[src/rtl/lbp_code_gen.sv]
// LBP code generator: merges four interpolated diagonal samples (Q16) with
// four axial neighbours and the centre pixel. It then emits the 8-bit LBP
// code, a uniformity flag and per-frame end markers.
// The axial/centre set is delayed by ALIGN cycles so that it lines up with
// the interpolator output of the same pixel.
module lbp_code_gen #(
  parameter int ALIGN     = 3,
  parameter int PIX_COUNT = 65536,
  parameter int U_MAX     = 2
) (
  input  logic        clk,
  input  logic        rst,
  input  logic        done_i,
  input  logic [7:0]  center_i,
  input  logic [7:0]  n0_i,
  input  logic [7:0]  n2_i,
  input  logic [7:0]  n4_i,
  input  logic [7:0]  n6_i,
  input  logic        interp_done_i,
  input  logic [31:0] d1_i,
  input  logic [31:0] d3_i,
  input  logic [31:0] d5_i,
  input  logic [31:0] d7_i,
  output logic [7:0]  code_o,
  output logic        uniform_o,
  output logic        done_o,
  output logic        frame_done_o,
  output logic        align_err_o
);

  localparam int              CNT_W    = (PIX_COUNT > 1) ? $clog2(PIX_COUNT) : 1;
  localparam logic [CNT_W-1:0] CNT_LAST = CNT_W'(PIX_COUNT - 1);
  localparam logic [3:0]       U_MAX_C  = 4'(U_MAX);

  // Round a Q16 sample to the nearest integer and clamp it to 8 bits.
  function automatic logic [7:0] round_sat(input logic [31:0] d);
    logic [16:0] p;
    p = 17'(({1'b0, d} + 33'h0_0000_8000) >> 16);
    if (p > 17'd255) begin
      round_sat = 8'hFF;
    end else begin
      round_sat = p[7:0];
    end
  endfunction

  // Count the bit changes around the circular 8-bit pattern.
  function automatic logic [3:0] count_trans(input logic [7:0] b);
    logic [3:0] t;
    t = 4'd0;
    for (int i = 0; i < 8; i++) begin
      if (b[i] != b[(i + 1) % 8]) begin
        t = t + 4'd1;
      end else begin
        t = t;
      end
    end
    count_trans = t;
  endfunction

  // ---------------------------------------------------------------------------
  // Delay line for {done, centre, n0, n2, n4, n6}; the last stage is the tap
  // ---------------------------------------------------------------------------
  logic [ALIGN-1:0] dl_vld_q;
  logic [39:0]      dl_pix_q [ALIGN];
  logic             tap_vld_s;
  logic [39:0]      tap_pix_s;

  assign tap_vld_s = dl_vld_q[ALIGN-1];
  assign tap_pix_s = dl_pix_q[ALIGN-1];

  // Shift the axial/centre set one stage per cycle and never stall.
  always_ff @(posedge clk) begin
    if (rst) begin
      dl_vld_q <= '0;
      for (int i = 0; i < ALIGN; i++) begin
        dl_pix_q[i] <= 40'd0;
      end
    end else begin
      dl_vld_q[0] <= done_i;
      dl_pix_q[0] <= {center_i, n0_i, n2_i, n4_i, n6_i};
      for (int i = 1; i < ALIGN; i++) begin
        dl_vld_q[i] <= dl_vld_q[i-1];
        dl_pix_q[i] <= dl_pix_q[i-1];
      end
    end
  end

  // ---------------------------------------------------------------------------
  // Pipeline state
  // ---------------------------------------------------------------------------
  logic             s1_vld_q, s1_vld_d;
  logic [7:0]       s1_ctr_q, s1_ctr_d;
  logic [7:0]       s1_nb_q [8];
  logic [7:0]       s1_nb_d [8];
  logic             s2_vld_q, s2_vld_d;
  logic [7:0]       s2_bits_q, s2_bits_d;
  logic [7:0]       code_q, code_d;
  logic             uniform_q, uniform_d;
  logic             done_q, done_d;
  logic             frame_done_q, frame_done_d;
  logic             align_err_q, align_err_d;
  logic [CNT_W-1:0] cnt_q, cnt_d;

  // Stage 1 next state: load rounded diagonals and the aligned axial set.
  // Neighbours are stored in bit order b0..b7.
  always_comb begin
    s1_vld_d = interp_done_i;
    s1_ctr_d = s1_ctr_q;
    for (int i = 0; i < 8; i++) begin
      s1_nb_d[i] = s1_nb_q[i];
    end
    if (interp_done_i) begin
      s1_ctr_d   = tap_pix_s[39:32];
      s1_nb_d[0] = tap_pix_s[31:24];
      s1_nb_d[1] = round_sat(d1_i);
      s1_nb_d[2] = tap_pix_s[23:16];
      s1_nb_d[3] = round_sat(d3_i);
      s1_nb_d[4] = tap_pix_s[15:8];
      s1_nb_d[5] = round_sat(d5_i);
      s1_nb_d[6] = tap_pix_s[7:0];
      s1_nb_d[7] = round_sat(d7_i);
    end else begin
      s1_ctr_d = s1_ctr_q;
    end
  end

  // Stage 2 next state: threshold each neighbour against the centre.
  always_comb begin
    s2_vld_d  = s1_vld_q;
    s2_bits_d = s2_bits_q;
    if (s1_vld_q) begin
      for (int i = 0; i < 8; i++) begin
        s2_bits_d[i] = (s1_nb_q[i] >= s1_ctr_q);
      end
    end else begin
      s2_bits_d = s2_bits_q;
    end
  end

  // Stage 3 next state: publish the code, classify uniformity and
  // advance the frame position.
  always_comb begin
    code_d       = code_q;
    uniform_d    = uniform_q;
    done_d       = 1'b0;
    frame_done_d = 1'b0;
    cnt_d        = cnt_q;
    if (s2_vld_q) begin
      code_d    = s2_bits_q;
      uniform_d = (count_trans(s2_bits_q) <= U_MAX_C);
      done_d    = 1'b1;
      if (cnt_q == CNT_LAST) begin
        frame_done_d = 1'b1;
        cnt_d        = '0;
      end else begin
        cnt_d = cnt_q + {{(CNT_W-1){1'b0}}, 1'b1};
      end
    end else begin
      done_d = 1'b0;
    end
  end

  // The error flag is sticky: it stays set once the tap and interpolator valids disagree.
  always_comb begin
    if (tap_vld_s != interp_done_i) begin
      align_err_d = 1'b1;
    end else begin
      align_err_d = align_err_q;
    end
  end

  // Register all pipeline stages; reset discards in-flight pixels.
  always_ff @(posedge clk) begin
    if (rst) begin
      s1_vld_q     <= 1'b0;
      s1_ctr_q     <= 8'd0;
      for (int i = 0; i < 8; i++) begin
        s1_nb_q[i] <= 8'd0;
      end
      s2_vld_q     <= 1'b0;
      s2_bits_q    <= 8'd0;
      code_q       <= 8'd0;
      uniform_q    <= 1'b0;
      done_q       <= 1'b0;
      frame_done_q <= 1'b0;
      align_err_q  <= 1'b0;
      cnt_q        <= '0;
    end else begin
      s1_vld_q     <= s1_vld_d;
      s1_ctr_q     <= s1_ctr_d;
      for (int i = 0; i < 8; i++) begin
        s1_nb_q[i] <= s1_nb_d[i];
      end
      s2_vld_q     <= s2_vld_d;
      s2_bits_q    <= s2_bits_d;
      code_q       <= code_d;
      uniform_q    <= uniform_d;
      done_q       <= done_d;
      frame_done_q <= frame_done_d;
      align_err_q  <= align_err_d;
      cnt_q        <= cnt_d;
    end
  end

  assign code_o       = code_q;
  assign uniform_o    = uniform_q;
  assign done_o       = done_q;
  assign frame_done_o = frame_done_q;
  assign align_err_o  = align_err_q;

endmodule

[config.mk]
export PLATFORM = sky130hd
export DESIGN_NAME = lbp_code_gen
export DESIGN_NICKNAME = d
export VERILOG_FILES = /design/src/rtl/lbp_code_gen.sv
export SDC_FILE = /design/constraint.sdc
export NUM_CORES = 1
export LEC_CHECK = 0
export ABC_AREA = 0
export CAP_MARGIN = 20
export CORE_ASPECT_RATIO = 1.2
export CORE_MARGIN = 2
export CORE_UTILIZATION = 54
export DETAILED_ROUTE_END_ITERATION = 8
export PLACE_DENSITY = 0.88
export SYNTH_ARGS = -nofsm -noshare
export SYNTH_HDL_FRONTEND = slang
export SYNTH_SLANG_ARGS = --single-unit
[constraint.sdc]
create_clock -name clk -period 13 [get_ports clk]
set_input_delay 1.95 -clock clk [delete_from_list [all_inputs] [get_ports clk]]
set_output_delay 1.95 -clock clk [all_outputs]
set_load 0.005 [all_outputs]
==> metrics.log <==
[metrics] ratio of total power to cell area: about 140 mW/mm²
[metrics] Largest stage delay, worst path: 0.52 ns
[metrics] post-synthesis cell type with the largest combined area: sky130_fd_sc_hd__dfxtp_1
[metrics] largest fanout on the critical path: 13
[metrics] reg2reg setup slack: around 7.4 ns
[metrics] GRT Residual Overflow: 0
[metrics] WP buf/inv: 2
[metrics] Core Footprint: 0.01831 mm²
[metrics] highest clock rate: 180.0 MHz
[metrics] antenna-violating nets left: 0
[metrics] most common library cell in the layout ignoring fill and taps: sky130_fd_sc_hd__dfxtp_1
[metrics] WL/cell: 13.54 µm
[metrics] multi-input combinational cell area: 0.005100 mm²
[metrics] post-CTS setup buffers: 0
[metrics] fraction of the yosys area taken by sequential cells: 0.4609
[metrics] final-report hold violation count: 0
[metrics] n_diodes: 0
[metrics] final worst-path setup slack: around 7.4 ns
[metrics] sinks on the clock net: 233
[metrics] Worst Hold Path EP: dl_pix_q[0][113]
[metrics] detailed-routing iteration count for the pre-antenna-repair pass: 5
[metrics] RD Place Congestion: a little over 0.8
[metrics] top area cells in the synthesized netlist: sky130_fd_sc_hd__dfxtp_1, sky130_fd_sc_hd__ha_1, sky130_fd_sc_hd__nor2b_1
[metrics] clock skew: 0.008633 ns
[metrics] Max Transition Viols Final: 0
[metrics] delay-heaviest family, CP: adder cells
[metrics] die outline width: 129.0 µm
[metrics] core utilization of the finished layout: 0.6726
[metrics] number of cells on the worst reg-to-reg path: 25
[metrics] nature of the critical path endpoint: flop
[metrics] result of the run: completed
[metrics] pin count of the biggest net entering global routing: ~140
[metrics] Die Height: 154.0 µm
[metrics] top-area cell type share of the netlist area: 0.4609
[metrics] average cell area after synthesis: 9.512 µm²
[metrics] crit path kind: reg2reg
[metrics] final-layout setup total negative slack: 0 ns
[metrics] post-synthesis async set-or-reset flop share: 0
[metrics] effective utilization at floorplan: 0.5528
[metrics] DR vias: 7391
[metrics] floorplan row count: 54
[metrics] number of distinct standard cells referenced by the synthesized netlist: 50
[metrics] worst hold start: dl_pix_q[0][73]
[metrics] most frequent CP cell: sky130_fd_sc_hd__ha_1
[metrics] clock latency of the later-clocked register in the worst-skew pair: 0.50 ns
[metrics] commonest non-fill, non-tap cells in the layout: sky130_fd_sc_hd__dfxtp_1, sky130_fd_sc_hd__nor2b_1, sky130_fd_sc_hd__nor2_1
[metrics] number of top-level pins: 184
[metrics] TritonCTS clock tree: built
[metrics] Final Cell Area: ~0.012 mm²
[metrics] final setup fails: 0
[metrics] Net Count, Synth: ~1300
[metrics] Seq cells post-synth: 233
[metrics] filler instances: 1369
[metrics] crit path time final: 5.556 ns
[metrics] global routing usage summed across all routing layers: 0.1980
[metrics] global-route wire length before repair: around 33 mm
[metrics] Final Cycle Share: 0.4274
[metrics] startpoint types: flop
[metrics] post-cts hold buffer count: 0
[metrics] library cell used as clock root buffer: sky130_fd_sc_hd__clkbuf_16
[metrics] leak pwr: 4.919 nW
[metrics] Routed Wire Length: between 15 and 20 mm
[metrics] Worst Path Arrival: 5.96 ns
[metrics] antenna violations before repair: 0
[metrics] pre-CTS worst setup slack: 7.467 ns
[metrics] die footprint: 0.01986 mm²
[metrics] R2R Path End: uniform_o
[metrics] max-cap viol count: 0
[metrics] post-cts repair resize count: 0
[metrics] clock-pin slew reported for the worst setup and hold paths after clock tree synthesis: approximately 0.070 ns
[metrics] placed inst area: 0.01149 mm²
[metrics] number of DRC violations after detailed routing: 0
[metrics] via density per instance: about 5.2
[metrics] final hold slack: approximately 0.43 ns
[metrics] number of nets in the layout: 1414
[metrics] via count of the first global-routing pass: between 7000 and 8000
[metrics] synthesis-to-finish area growth: 21.68%
[metrics] slew at the pin with the worst max-slew slack: 0.9423 ns
[metrics] Hold Path Stages: 1
[metrics] Max rail drop VDD: approximately 0.12 mV
[metrics] number of buffers inserted during clock tree synthesis: 23
[metrics] worst relative slew slack: 0.3718
[metrics] proportion of layout cells with a drive suffix above 1: 0.05165
[metrics] H-Tree Level Count: 1
[metrics] startpoint of the most critical register-to-register path: s2_bits_q[2]
[metrics] EDFF count, synth: 0
[metrics] type of the most critical hold path: reg2reg
[metrics] maximum buffer depth of the clock tree: 3
[metrics] Warnings, synthesis: 0
[metrics] unrepaired setup endpoints after global routing: no
[metrics] number of instances in the synthesized netlist: 1064
[metrics] number of input and output port buffers inserted: between 100 and 150
[metrics] initial DRC count: 411
[metrics] total half-perimeter wirelength after legalization and detailed placement: between 10 and 15 mm
[metrics] critical-path cell with the highest stage delay: sky130_fd_sc_hd__dfxtp_1
[metrics] cell area after synthesis: between 0.01 and 0.015 mm²
[metrics] flip-flop and latch area: 0.004664 mm²
[metrics] primary flip-flop cell chosen by synthesis mapping: sky130_fd_sc_hd__dfxtp_1
[metrics] Req. time, crit path: 13.40 ns
==> power by group <==
part	internal, W	switching, W
clock	0.000437	0.000270
combinational	0.000110	0.000100
sequential	0.000742	0.0000184
total	0.00129	0.000389
==> flip-flops by register name (all words and copies together) (netlist names) <==
name          cells
dl_pix_q        120
s1_ctr_q          8
align_err_o       1
uniform_o         1
frame_done_o      1
s2_vld_q          1
done_o            1
s1_nb_q          64
s2_bits_q         8
cnt_q            16
code_o            8
s1_vld_q          1
dl_vld_q          3
==> layout make-up <==
cell class	count	area share
Tap cell	252	0.02560
Clock buffer	29	0.05344
Multi-Input combinational cell	739	0.4141
Sequential cell	233	0.3787
Inverter	43	0.01311
Timing Repair Buffer	126	0.1017
Clock inverter	11	0.01331
==> synthesized netlist by cell type (2+ instances only) <==
master / count
sky130_fd_sc_hd__nand2b_1: 16
sky130_fd_sc_hd__and3_1: 9
sky130_fd_sc_hd__o21ai_0: 28
sky130_fd_sc_hd__xnor2_1: 27
sky130_fd_sc_hd__o31ai_1: 2
sky130_fd_sc_hd__o2111ai_1: 2
sky130_fd_sc_hd__a211oi_1: 32
sky130_fd_sc_hd__inv_1: 43
sky130_fd_sc_hd__nor2_1: 130
sky130_fd_sc_hd__buf_1: 6
sky130_fd_sc_hd__nand4_1: 20
sky130_fd_sc_hd__o211ai_1: 3
sky130_fd_sc_hd__buf_2: 3
sky130_fd_sc_hd__clkbuf_1: 39
sky130_fd_sc_hd__nand3_1: 24
sky130_fd_sc_hd__nor4_1: 3
sky130_fd_sc_hd__o2bb2ai_1: 2
sky130_fd_sc_hd__nor3_1: 6
sky130_fd_sc_hd__dfxtp_1: 233
sky130_fd_sc_hd__a211o_1: 2
sky130_fd_sc_hd__a31oi_1: 3
sky130_fd_sc_hd__or2_2: 5
sky130_fd_sc_hd__a21o_1: 24
sky130_fd_sc_hd__nand2_1: 48
sky130_fd_sc_hd__mux2i_1: 48
sky130_fd_sc_hd__a21oi_1: 22
sky130_fd_sc_hd__xor2_1: 33
sky130_fd_sc_hd__mux2_2: 4
sky130_fd_sc_hd__a311oi_1: 8
sky130_fd_sc_hd__a31o_2: 2
sky130_fd_sc_hd__o221ai_1: 3
sky130_fd_sc_hd__or3_1: 5
sky130_fd_sc_hd__ha_1: 76
sky130_fd_sc_hd__nor2b_1: 137
==> through the flow <==
stage / power [W] / cells
after floorplan: 0.0009126 / 1064
after global placement: 0.0009751 / 1393
after detailed placement: 0.0009834 / 1393
after CTS: 0.001689 / 1433
after global routing: 0.001748 / 1433
final: 0.001678 / 1433
==> metal layers <==
| metal | share of wire | GRT usage |
|---|---|---|
| met1 | 0.42 | 0.2426 |
| met3 | 0.041 | 0.02505 |
| met4 | 0.032 | 0.07557 |
| met2 | 0.50 | 0.3515 |
| met5 | 0 | 0 |
==> worst max path at each step <==
stage / slack [ns] / end / depth (start not counted) / start
floorplan: 7.68 / uniform_o / 25 / s2_bits_q[0]
global placement: 7.56 / uniform_o / 25 / s2_bits_q[2]
detailed placement: 7.47 / uniform_o / 25 / s2_bits_q[2]
CTS: 7.43 / uniform_o / 25 / s2_bits_q[2]
global route: 7.04 / uniform_o / 25 / s2_bits_q[2]
finish: 7.44 / uniform_o / 25 / s2_bits_q[2]
==> worst reg2reg max path: stages, from the launching register on <==
cell and delay (ns):
sky130_fd_sc_hd__dfxtp_1 0.52, sky130_fd_sc_hd__xor2_1 0.23, sky130_fd_sc_hd__inv_1 0.07, sky130_fd_sc_hd__ha_1 0.35
sky130_fd_sc_hd__xnor2_1 0.16, sky130_fd_sc_hd__buf_4 0.23, sky130_fd_sc_hd__xnor2_1 0.14, sky130_fd_sc_hd__ha_1 0.24
sky130_fd_sc_hd__nand2b_1 0.18, sky130_fd_sc_hd__and2_4 0.17, sky130_fd_sc_hd__ha_1 0.33, sky130_fd_sc_hd__mux2_2 0.28
sky130_fd_sc_hd__ha_1 0.29, sky130_fd_sc_hd__nand2_1 0.07, sky130_fd_sc_hd__o21ai_0 0.08, sky130_fd_sc_hd__o21ai_0 0.38
sky130_fd_sc_hd__nand2_1 0.18, sky130_fd_sc_hd__ha_1 0.38, sky130_fd_sc_hd__mux2_2 0.29, sky130_fd_sc_hd__ha_1 0.17
sky130_fd_sc_hd__o21ai_0 0.09, sky130_fd_sc_hd__xnor2_1 0.16, sky130_fd_sc_hd__xnor2_1 0.15, sky130_fd_sc_hd__xnor2_1 0.13
sky130_fd_sc_hd__nand4_1 0.10, sky130_fd_sc_hd__o32ai_1 0.12
==> cells by family (layout without fill, tap and decap cells) <==
group           after synthesis  after routing  synth area share
fa+ha+maj                    76             76           0.09395
xor+xnor                     61             61           0.05415
flops                       233            233            0.4609
simple gates                412            412            0.2100
buf+inv                      92            209           0.03523
mux                          53             53           0.05415
compound gates              137            137           0.09161
(Power assumes the default switching activity.)
